**src/rtl/operand_fetch.sv**
```systemverilog
// Operand-fetch stage: sequences rs1/rs2 reads through a single registered
// register-file read port, retries reads blocked by writeback, and forwards.
module operand_fetch #(
    parameter int XLEN  = 32,
    parameter int TAG_W = 32
) (
    input  logic             clk,
    input  logic             rst_n,
    input  logic             dec_valid,
    output logic             dec_ready,
    input  logic [4:0]       dec_rs1,
    input  logic [4:0]       dec_rs2,
    input  logic             dec_use_rs1,
    input  logic             dec_use_rs2,
    input  logic [TAG_W-1:0] dec_tag,
    output logic             rf_read_en,
    output logic [4:0]       rf_read_reg,
    input  logic [XLEN-1:0]  rf_read_data,
    input  logic             rf_write_en,
    input  logic [4:0]       rf_write_reg,
    input  logic [XLEN-1:0]  rf_write_data,
    output logic             ex_valid,
    input  logic             ex_ready,
    output logic [XLEN-1:0]  ex_op_a,
    output logic [XLEN-1:0]  ex_op_b,
    output logic [TAG_W-1:0] ex_tag
);

    typedef enum logic [2:0] {
        IDLE,
        ISSUE_A,
        CAP_A,
        ISSUE_B,
        CAP_B,
        VALID
    } state_t;

    state_t     state;
    logic [4:0] rs1_q;
    logic [4:0] rs2_q;
    logic       need_b_q;

    logic need_a;
    logic need_b;
    logic fwd_a;
    logic fwd_b;

    assign dec_ready = (state == IDLE);
    assign need_a    = dec_use_rs1 && (dec_rs1 != '0);
    assign need_b    = dec_use_rs2 && (dec_rs2 != '0);

    // x0 is never fetched, but the guard keeps a snooped x0 write from forwarding.
    assign fwd_a = rf_write_en && (rf_write_reg == rs1_q) && (rs1_q != '0);
    assign fwd_b = rf_write_en && (rf_write_reg == rs2_q) && (rs2_q != '0);

    always_ff @(posedge clk or negedge rst_n) begin
        if (!rst_n) begin
            state       <= IDLE;
            rs1_q       <= '0;
            rs2_q       <= '0;
            need_b_q    <= 1'b0;
            rf_read_en  <= 1'b0;
            rf_read_reg <= '0;
            ex_valid    <= 1'b0;
            ex_op_a     <= '0;
            ex_op_b     <= '0;
            ex_tag      <= '0;
        end else begin
            case (state)
                IDLE: begin
                    if (dec_valid) begin
                        rs1_q    <= dec_rs1;
                        rs2_q    <= dec_rs2;
                        need_b_q <= need_b;
                        ex_tag   <= dec_tag;
                        ex_op_a  <= '0;
                        ex_op_b  <= '0;
                        if (need_a) begin
                            state       <= ISSUE_A;
                            rf_read_en  <= 1'b1;
                            rf_read_reg <= dec_rs1;
                        end else if (need_b) begin
                            state       <= ISSUE_B;
                            rf_read_en  <= 1'b1;
                            rf_read_reg <= dec_rs2;
                        end else begin
                            state    <= VALID;
                            ex_valid <= 1'b1;
                        end
                    end
                end
                // A concurrent writeback wins the port; hold the request and retry.
                ISSUE_A: begin
                    if (!rf_write_en) begin
                        state      <= CAP_A;
                        rf_read_en <= 1'b0;
                    end
                end
                CAP_A: begin
                    ex_op_a <= fwd_a ? rf_write_data : rf_read_data;
                    if (need_b_q) begin
                        state       <= ISSUE_B;
                        rf_read_en  <= 1'b1;
                        rf_read_reg <= rs2_q;
                    end else begin
                        state    <= VALID;
                        ex_valid <= 1'b1;
                    end
                end
                ISSUE_B: begin
                    if (!rf_write_en) begin
                        state      <= CAP_B;
                        rf_read_en <= 1'b0;
                    end
                end
                CAP_B: begin
                    ex_op_b  <= fwd_b ? rf_write_data : rf_read_data;
                    state    <= VALID;
                    ex_valid <= 1'b1;
                end
                VALID: begin
                    if (ex_ready) begin
                        state    <= IDLE;
                        ex_valid <= 1'b0;
                    end
                end
                default: begin
                    state      <= IDLE;
                    rf_read_en <= 1'b0;
                    ex_valid   <= 1'b0;
                end
            endcase
        end
    end

endmodule
```
**config.mk**
```make
export PLATFORM = sky130hd
export DESIGN_NAME = operand_fetch
export DESIGN_NICKNAME = d
export VERILOG_FILES = /design/src/rtl/operand_fetch.sv
export SDC_FILE = /design/constraint.sdc
export NUM_CORES = 1
export LEC_CHECK = 0
export BUFFER_PORTS_ARGS = -buffer_cell sky130_fd_sc_hd__buf_4
export CAP_MARGIN = 5
export CELL_PAD_IN_SITES_DETAIL_PLACEMENT = 1
export CELL_PAD_IN_SITES_GLOBAL_PLACEMENT = 2
export CORE_ASPECT_RATIO = 1.1
export CORE_MARGIN = 3
export CORE_UTILIZATION = 32
export DETAILED_ROUTE_END_ITERATION = 7
export PLACE_DENSITY = 0.83
export REMOVE_ABC_BUFFERS = 1
export SYNTH_ARGS = -nofsm -noshare
export SYNTH_HDL_FRONTEND = slang
export SYNTH_SLANG_ARGS = --single-unit
export TNS_END_PERCENT = 10
```
**constraint.sdc**
```tcl
create_clock -name clk -period 5.31 [get_ports clk]
set_input_delay 0.2655 -clock clk [delete_from_list [all_inputs] [get_ports clk]]
set_output_delay 0.2655 -clock clk [all_outputs]
set_load 0.02 [all_outputs]
```
==> results of run 1 <==
## area by class of cell
class | count | area (um2) | share of cell area [%]
multi-input cells | 514 | 3390 | 37.9
flip-flops and latches | 117 | 2930 | 32.7
repair buffers | 230 | 1730 | 19.3
clock buffers | 17 | 425 | 4.75
well taps | 252 | 315 | 3.52
clock inverters | 15 | 146 | 1.64
inverters | 5 | 18.8 | 0.210
## routing by layer
metal  routed length [um]  track usage, %
met1                10400            27.9
met2                11200            33.7
met3                 1410            4.13
met4                  386            5.84
met5                    0               0
## cells in the final DEF, fill, tap and decap left out, types with 3 or more instances in the layout
cell type / n
inv_6: 5
a21oi_1: 5
o211ai_1: 4
inv_1: 5
xnor2_1: 8
clkinvlp_4: 3
dfrtp_1: 117
mux2i_1: 4
nand2_1: 73
buf_4: 230
a22oi_1: 64
and2_1: 69
o21ai_0: 73
clkbuf_16: 17
mux2_2: 46
or4_1: 66
nor2_1: 6
nand3_1: 64
## critical path: cells and delay by family, from the launching register on
family                 cells  cell delay (ns)
AND/OR/NAND/NOR            4             1.39
flip-flops                 1             0.73
buffers and inverters      1             0.53
## worst paths after layout
kind                                             from                    endpoint
setup / recovery                 state[1]$_DFFE_PN0P_      ex_op_a[0]$_DFFE_PN0P_
hold / removal                                  rst_n  rf_read_reg[1]$_DFFE_PN0P_
setup reg to reg                 state[1]$_DFFE_PN0P_      ex_op_a[0]$_DFFE_PN0P_
hold reg to reg            rf_read_reg[4]$_DFFE_PN0P_  rf_read_reg[4]$_DFFE_PN0P_
max in group asynchronous                       rst_n     ex_op_b[13]$_DFFE_PN0P_
min in group clk                          dec_tag[22]      ex_tag[22]$_DFFE_PN0P_
## Yosys cell counts (6+ instances only)
| cell type | n |
|---|---|
| dfrtp_1 | 117 |
| nand2_1 | 75 |
| o21ai_0 | 73 |
| and2_1 | 69 |
| nand3_1 | 66 |
| or4_1 | 66 |
| a22oi_1 | 64 |
| mux2_2 | 46 |
| clkbuf_1 | 42 |
| buf_2 | 10 |
| buf_4 | 8 |
| xnor2_1 | 8 |
| nor2_1 | 6 |
## cell families after synthesis
family,Yosys count,share of synthesized area [%]
flops,117,44.2
mux,50,8.43
buf+inv,70,5.07
xor+xnor,8,1.06
simple gates,294,25.5
compound gates,162,15.7
## power by group through the flow
stage          combinational [mW]  sequential [mW]  clock (mW)
4_1_cts                      2.63             1.62        1.16
3_5_place_dp                 2.62             1.63           0
5_1_grt                      2.81             1.67        1.20
3_3_place_gp                 2.58             1.62           0
2_1_floorplan                1.06             1.97           0
6_report                     2.58             1.61        1.13
==> results.cfg, run 1 <==
[status]
outcome = complete, but fails checks
violations = negative hold slack

[route]
wl_mm = 23.4
wire_per_inst_um = 20.3
drtIter0Drc = 315
drc = 0
drtAntennaViolNets = 0
vias_per_cell = 5.47
vias = 6294
dr.pass1.iters = 4

[grt]
gr-total-overflow = 0
grt_use_total_pct = 20.7
antenna_found_initial = 0
grt_max_degree = 65
grt_pass1_wl_mm = 36.6
grt_pass1_vias = 6315

[floorplan]
die_h_um = 157
io_pins = 222
initial_core_util_pct = 33.0
die_width_um = 143
core_um2 = 20100
die-area_um2 = 22400
rows = 54

[finish]
nets = 1003
finalNonFillerCells = 1150
layout-drive-gt1-share_pct = 35.9
area_growth_pct = 35.2
fill_cells = 2300
insertedDiodeCount = 0
design_area_um2 = 8950
fin_util_pct = 44.6
largest_registers = ex_op_a x32, ex_op_b x32, ex_tag x32

[synthesis]
ys_types = 42
synth-main-ff-cell = dfrtp_1
post-synth-top-area-cell = dfrtp_1
yosysWarnings = 0
synth_area_um2 = 6620
avgSynthCellArea_um2 = 9.44
synthCells = 701
synth_edf_count = 0
synth_top_cell_area_share_pct = 44.2
ys_seq_area_share_pct = 44.2
yosys-top-cells-area = dfrtp_1, mux2_2, or4_1
ys_ff_latch = 117
async_flop_share_pct = 100

[min_path]
min_path_type = in2async

[sta]
rsz0062_at_grt = false
finalSetupViolCount = 0
fin_ws_ns = 2.54
fin_crit_ns = 2.77
setup_tns_ns = 0
whs_ns = -0.0312
worst_pin_slew_ns = 1.14
max_freq_mhz = 360
post-route-period-util_pct = 52.2
slew_headroom_pct = 24.2
finalHoldViolations = 20
clock_skew_ns = 0.00894
drv_slew = 0

[cts]
clkLatencyLatePin_ns = 0.41
hold_buffers = 0
cts_setup_buffers = 0
clk_pin_slew_ns = 0.06
cts.sinks = 117
clockBufferDepth = 2
cts_resized = 0
cts_tree = done
cts_buffers = 17
ctsHtreeMaxLevel = 4
clock-root-buffer = clkbuf_16

[placed_design]
placed_cell_area_um2 = 8380
gp_routability_congestion = 0.843
dp_slack_ns = 2.53
hpwlAfterDp_mm = 15.7
dpl.cell_count = 1118
numPortBuffers = 221

[setup_path]
regToRegSetupSlack_ns = 2.54
critPathRequiredTime_ns = 5.65
crit_type = reg2reg
crit_chain = nor3b_4, buf_4, nand2_1, or4_1, nand3_1
cp_slowest_cell = nor3b_4
critPathMaxStageDelay_ns = 0.81
cp-end-kind = flop
cp_max_fo = 43
critical_path_arrival_ns = 3.12
reg2reg_depth = 5
critPathLaunchType = flop

[power]
sw_frac_of_total_pct = 43.2
ir_drop_mv = 0.229
powerDensity_nw_per_um2 = 594
p_clk_share_pct = 21.2
p_int_mw = 3.02
cellLeakagePower_nw = 3.97
switchingPower_mw = 2.29
p_comb_share_pct = 48.5
seq_power_share_pct = 30.3
power_mw = 5.32

[job]
maxCapViolations = 0
No activity file was read; power rests on OpenSTA's default activity.
==> inputs of run 2 (changes only) <==
--- a/config.mk
+++ b/config.mk
@@ -11,9 +11,9 @@
 export CELL_PAD_IN_SITES_GLOBAL_PLACEMENT = 2
 export CORE_ASPECT_RATIO = 1.1
 export CORE_MARGIN = 3
-export CORE_UTILIZATION = 32
+export CORE_UTILIZATION = 27
 export DETAILED_ROUTE_END_ITERATION = 7
-export PLACE_DENSITY = 0.83
+export PLACE_DENSITY = 0.75
 export REMOVE_ABC_BUFFERS = 1
 export SYNTH_ARGS = -nofsm -noshare
 export SYNTH_HDL_FRONTEND = slang
==> constraint.sdc (replaced) <==
create_clock -name clk -period 2.3 [get_ports clk]
set_input_delay 0.115 -clock clk [delete_from_list [all_inputs] [get_ports clk]]
set_output_delay 0.115 -clock clk [all_outputs]
set_load 0.02 [all_outputs]
==> run 2 against run 1 <==
The run now ends clean. Total power rose by 140%. Critical path depth fell by 1. Maximum frequency rose by 43%. Global-route usage fell by 2.4 points. Clock power rose by 140%. Cell count rose by 9.4%. Clock skew rose by 0.0025 ns. Via count rose by 1.5%. Combinational power rose by 150%. Non-clock buffer count rose by 55. First-iteration DRC count fell by 30%. Critical path type unchanged. Critical endpoint is now rf_read_reg[2]$_DFFE_PN0P_.
==> results.cfg, run 2 (synthesis results as in run 1) <==
[finish]
fin_util_pct = 40.4
insertedDiodeCount = 0
final_cell_mix = buf_4, dfrtp_1, o21ai_0, nand2_1, and2_1
final_common_cell = buf_4
largest_registers = ex_op_a x32, ex_op_b x32, ex_tag x32
nets = 1058
layout-drive-gt1-share_pct = 35.0
area_growth_pct = 46.1
finalNonFillerCells = 1258

[floorplan]
rows = 59
die-area_um2 = 26400
io_pins = 222
die_h_um = 170
core_um2 = 23900
die_width_um = 155
initial_core_util_pct = 27.7

[min_path]
min_path_type = in2reg

[setup_path]
crit_type = reg2reg
critical_path_arrival_ns = 2.24
regToRegSetupSlack_ns = 0.36
cp_max_fo = 11
critPathMaxStageDelay_ns = 0.55
critical_path_buf_inv_count = 0
critPathRequiredTime_ns = 2.60
cp_slowest_cell = dfrtp_1
critPathLaunchType = flop
cp_top_family = flip-flops
cp-end-kind = flop
crit_chain = nor4b_4, o211ai_1, o211ai_2, mux2_2

[grt]
gr-total-overflow = 0
antenna_found_initial = 0
grt_pass1_vias = 6707
grt_use_total_pct = 18.2
grt_pass1_wl_mm = 38.3
grt_max_degree = 65

[sta]
setup_tns_ns = 0
finalSetupViolCount = 0
finalHoldViolations = 0
clock_skew_ns = 0.0114
slew_headroom_pct = 59.8
worst_pin_slew_ns = 0.604
fin_crit_ns = 1.94
rsz0062_at_grt = false
max_freq_mhz = 516
drv_slew = 0
post-route-period-util_pct = 84.2

[route]
drc = 0
dr.pass1.iters = 4
vias_per_cell = 5.08
wl_mm = 24.2
wire_per_inst_um = 19.3
drtIter0Drc = 219
vias = 6387
drtAntennaViolNets = 0

[cts]
cts.sinks = 117
clock-root-buffer = clkbuf_16
cts_buffers = 17
ctsHtreeMaxLevel = 4
clkLatencyLatePin_ns = 0.42
cts_tree = done
clockBufferDepth = 2
cts_setup_buffers = 0
clk_pin_slew_ns = 0.07

[job]
maxCapViolations = 0

[power]
power_mw = 12.7
cellLeakagePower_nw = 4.26
ir_drop_mv = 0.616
powerDensity_nw_per_um2 = 1310

[placed_design]
numPortBuffers = 221
dpl.cell_count = 1183
gp_routability_congestion = 0.800
hpwlAfterDp_mm = 15.6

[status]
outcome = completed
-- run 2: cell count changes in the layout (fill, tap and decap cells not counted) --
cell	delta
buf_4	+2
buf_12	+10
clkinvlp_4	-1
inv_6	+2
dlygate4sd3_1	+43
inv_8	+1
clkinv_2	-2
-- run 2: path summary, 6_finish.rpt --
path,start,end,cells past startpoint
max,state[0]$_DFFE_PN0P_,rf_read_reg[2]$_DFFE_PN0P_,4
min,rf_write_data[22],ex_op_a[22]$_DFFE_PN0P_,4
max reg2reg,state[0]$_DFFE_PN0P_,rf_read_reg[2]$_DFFE_PN0P_,4
min reg2reg,rf_read_reg[4]$_DFFE_PN0P_,rf_read_reg[4]$_DFFE_PN0P_,1
max in group asynchronous,rst_n,ex_op_b[3]$_DFFE_PN0P_,3
min in group asynchronous,rst_n,ex_tag[0]$_DFFE_PN0P_,2
-- run 2: routing by layer --
layer | GRT usage [%] | wire length, um | vias up
met5 | 0 | 0 | -
li1 | - | - | 3078
met4 | 3.46 | 97 | 0
met1 | 23.7 | 11000 | 3130
met3 | 5.06 | 1430 | 6
met2 | 30.6 | 11700 | 173
-- run 2: cell type report --
class	instances	area, um2
clock buffer	17	425
sequential	117	2930
multi-input combinational	514	3390
inverter	5	18.8
fill	2738	14200
timing repair buffer	285	2370
clock inverter	15	158
tap	305	382
-- run 2: repair_timing --
item / 4_1_cts / 5_1_grt
hold endpoints to repair: 75 / 0
gates resized for setup: 0 / 0
setup endpoints to repair: 0 / 0
hold buffers: 43 / 0
-- run 2: per-stage QoR --
stage	hold WS, ns	setup WS [ns]	instance area (um2)
2_1_floorplan	-0.181	-0.775	6300
5_1_grt	0.0348	0.230	9670
3_5_place_dp	0.136	0.371	8660
3_3_place_gp	0.129	0.446	8660
4_1_cts	0.0234	0.359	9670
6_report	0.0433	0.364	9670
-- run 2: power by group --
part | switching, mW | total, mW | internal (mW)
logic | 3.60 | 6.33 | 2.72
registers | 0.676 | 3.68 | 3.00
clock network | 1.14 | 2.67 | 1.54
total | 5.42 | 12.7 | 7.26
-- run 2: worst min-delay path: stages --
cell and delay, ns:
buf_4 0.12, nand2_1 0.04, or4_1 0.09, nand3_1 0.06
==> inputs of run 3 (changes only) <==
==> constraint.sdc (replaced) <==
create_clock -name clk -period 1.64 [get_ports clk]
set_input_delay 0.082 -clock clk [delete_from_list [all_inputs] [get_ports clk]]
set_output_delay 0.082 -clock clk [all_outputs]
set_load 0.02 [all_outputs]
==> run 3 against run 2 <==
The flow now finishes with violations (negative setup slack). Global-route usage up 3.2 points. Total power up 62%. Core utilization up 5.6 points. Setup slack worse by 0.55 ns. First-iteration DRC count up 20%. Register-to-register slack worse by 0.55 ns. Cell count up 6.5%. Critical path type unchanged.
==> results.cfg, run 3 (synthesis results as in run 1) <==
[sta]
setup_tns_ns = -13.55
finalHoldViolations = 0
whs_ns = 0.00682
worst_pin_slew_ns = 0.430
max_freq_mhz = 547
slew_headroom_pct = 71.3
fin_ws_ns = -0.189
finalSetupViolCount = 110
post-route-period-util_pct = 112
rsz0062_at_grt = true
clock_skew_ns = 0.0117
fin_crit_ns = 1.83
drv_slew = 0

[grt]
grt_max_degree = 65
grt_pass1_vias = 7264
grt_pass1_wl_mm = 44.2
met2_usage_pct = 36.9
gr-total-overflow = 0
antenna_found_initial = 0
met1_usage_pct = 27.7
met3_usage_pct = 4.91
grt-busiest-layer = met2
grt_use_total_pct = 21.4

[finish]
nets = 1140
insertedDiodeCount = 0
area_growth_pct = 66.4
layout-drive-gt1-share_pct = 42.1
fin_util_pct = 46.1
final_common_cell = buf_4
largest_registers = ex_op_a x32, ex_op_b x32, ex_tag x32
design_area_um2 = 11000
final_cell_mix = buf_4, dfrtp_1, nand2_1, o21ai_0, and2_1
finalNonFillerCells = 1340
fill_cells = 2657

[setup_path]
reg2reg_depth = 7
cp.depth = 7
cp-end-kind = flop
cp_top_family = simple AND/OR/NAND/NOR gates
critical_path_arrival_ns = 2.19
critical_path_buf_inv_count = 3
regToRegSetupSlack_ns = -0.19
critPathMaxStageDelay_ns = 0.55
cp_max_fo = 11
crit_chain = or4_4, a21oi_4, buf_6, buf_12, buf_16, a22oi_1, nand3_1
critPathRequiredTime_ns = 2.00
crit_type = reg2reg
critPathLaunchType = flop
cp_slowest_cell = or4_4

[power]
power_mw = 20.6
ir_drop_mv = 0.673
cellLeakagePower_nw = 4.98
powerDensity_nw_per_um2 = 1870

[placed_design]
dpl.cell_count = 1218
placed_cell_area_um2 = 9020
gp_routability_congestion = 0.748
dp_slack_ns = -0.214
hpwlAfterDp_mm = 17.1
numPortBuffers = 221

[route]
dr.pass1.iters = 5
wl_mm = 29.3
drc = 0
drtAntennaViolNets = 0
drtIter0Drc = 263
vias = 6981
wire_per_inst_um = 21.9
vias_per_cell = 5.21

[cts]
cts_tree = done
clk_pin_slew_ns = 0.06
cts_buffers = 17
ctsHtreeMaxLevel = 4
clockBufferDepth = 2
clkLatencyLatePin_ns = 0.42
clock-root-buffer = clkbuf_16
cts.sinks = 117

[status]
outcome = complete, but fails checks
violations = negative setup slack

[floorplan]
die_h_um = 170
die-area_um2 = 26400
die_width_um = 155
initial_core_util_pct = 27.7
core_um2 = 23900
rows = 59
io_pins = 222

[min_path]
whs_path_depth = 4
min_path_type = in2reg

[job]
maxCapViolations = 0
run 3: cell count changes in the layout (fill, tap and decap cells not counted), moves of 8 or more:
cell / delta
nand3_1: -8
buf_4: +31
buf_6: +10
mux2_2: -34
or4_1: -8
buf_12: +14
nand3_2: +8
mux2_4: +34
dlygate4sd3_1: +18
or4_4: +8
run 3: power by group:
part / leakage (nW) / internal [mW] / total [mW] / switching (mW)
sequential: 1.45 / 4.21 / 5.12 / 0.909
combinational: 3.24 / 5.61 / 11.7 / 6.12
clock: 0.278 / 2.03 / 3.72 / 1.69
run 3: final cells by class:
| class | instances | area [um2] | share of cell area (%) |
|---|---|---|---|
| Clock buffer | 17 | 425 | 3.86 |
| Clock inverter | 15 | 149 | 1.35 |
| Inverter | 5 | 18.8 | 0.170 |
| Multi-Input combinational cell | 514 | 3690 | 33.5 |
| Sequential cell | 117 | 2930 | 26.6 |
| Tap cell | 305 | 382 | 3.46 |
| Timing Repair Buffer | 367 | 3420 | 31.1 |
run 3: worst reg2reg max path: stages (launching register included):
cell	delay (ns)
dfrtp_1	0.40
or4_4	0.55
a21oi_4	0.24
buf_6	0.17
buf_12	0.11
buf_16	0.14
a22oi_1	0.08
nand3_1	0.08
run 3: metal layers:
metal	wire [um]	vias to the layer above	part of all wire [%]
met3	1800	21	6.1
li1	-	3251	-
met2	14500	235	49
met4	269	0	0.92
met5	0	-	0
met1	12800	3474	44
run 3: path summary, 6_finish.rpt:
check | startpoint | end
max | rs1_q[1]$_DFFE_PN0P_ | ex_op_a[6]$_DFFE_PN0P_
min | ex_ready | state[2]$_DFFE_PN0P_
max reg2reg | rs1_q[1]$_DFFE_PN0P_ | ex_op_a[6]$_DFFE_PN0P_
min reg2reg | ex_tag[12]$_DFFE_PN0P_ | ex_tag[12]$_DFFE_PN0P_
max in group asynchronous | rst_n | ex_tag[19]$_DFFE_PN0P_
min in group asynchronous | rst_n | ex_tag[23]$_DFFE_PN0P_
run 3: repair_timing:
item                                    CTS  global route
resized for setup                        44            56
setup buffers                            17             4
hold endpoints to repair                153             1
hold buffers                             60             1
endpoints found under the setup margin  111           115
gates cloned                              9             3
pin swaps                                13            32
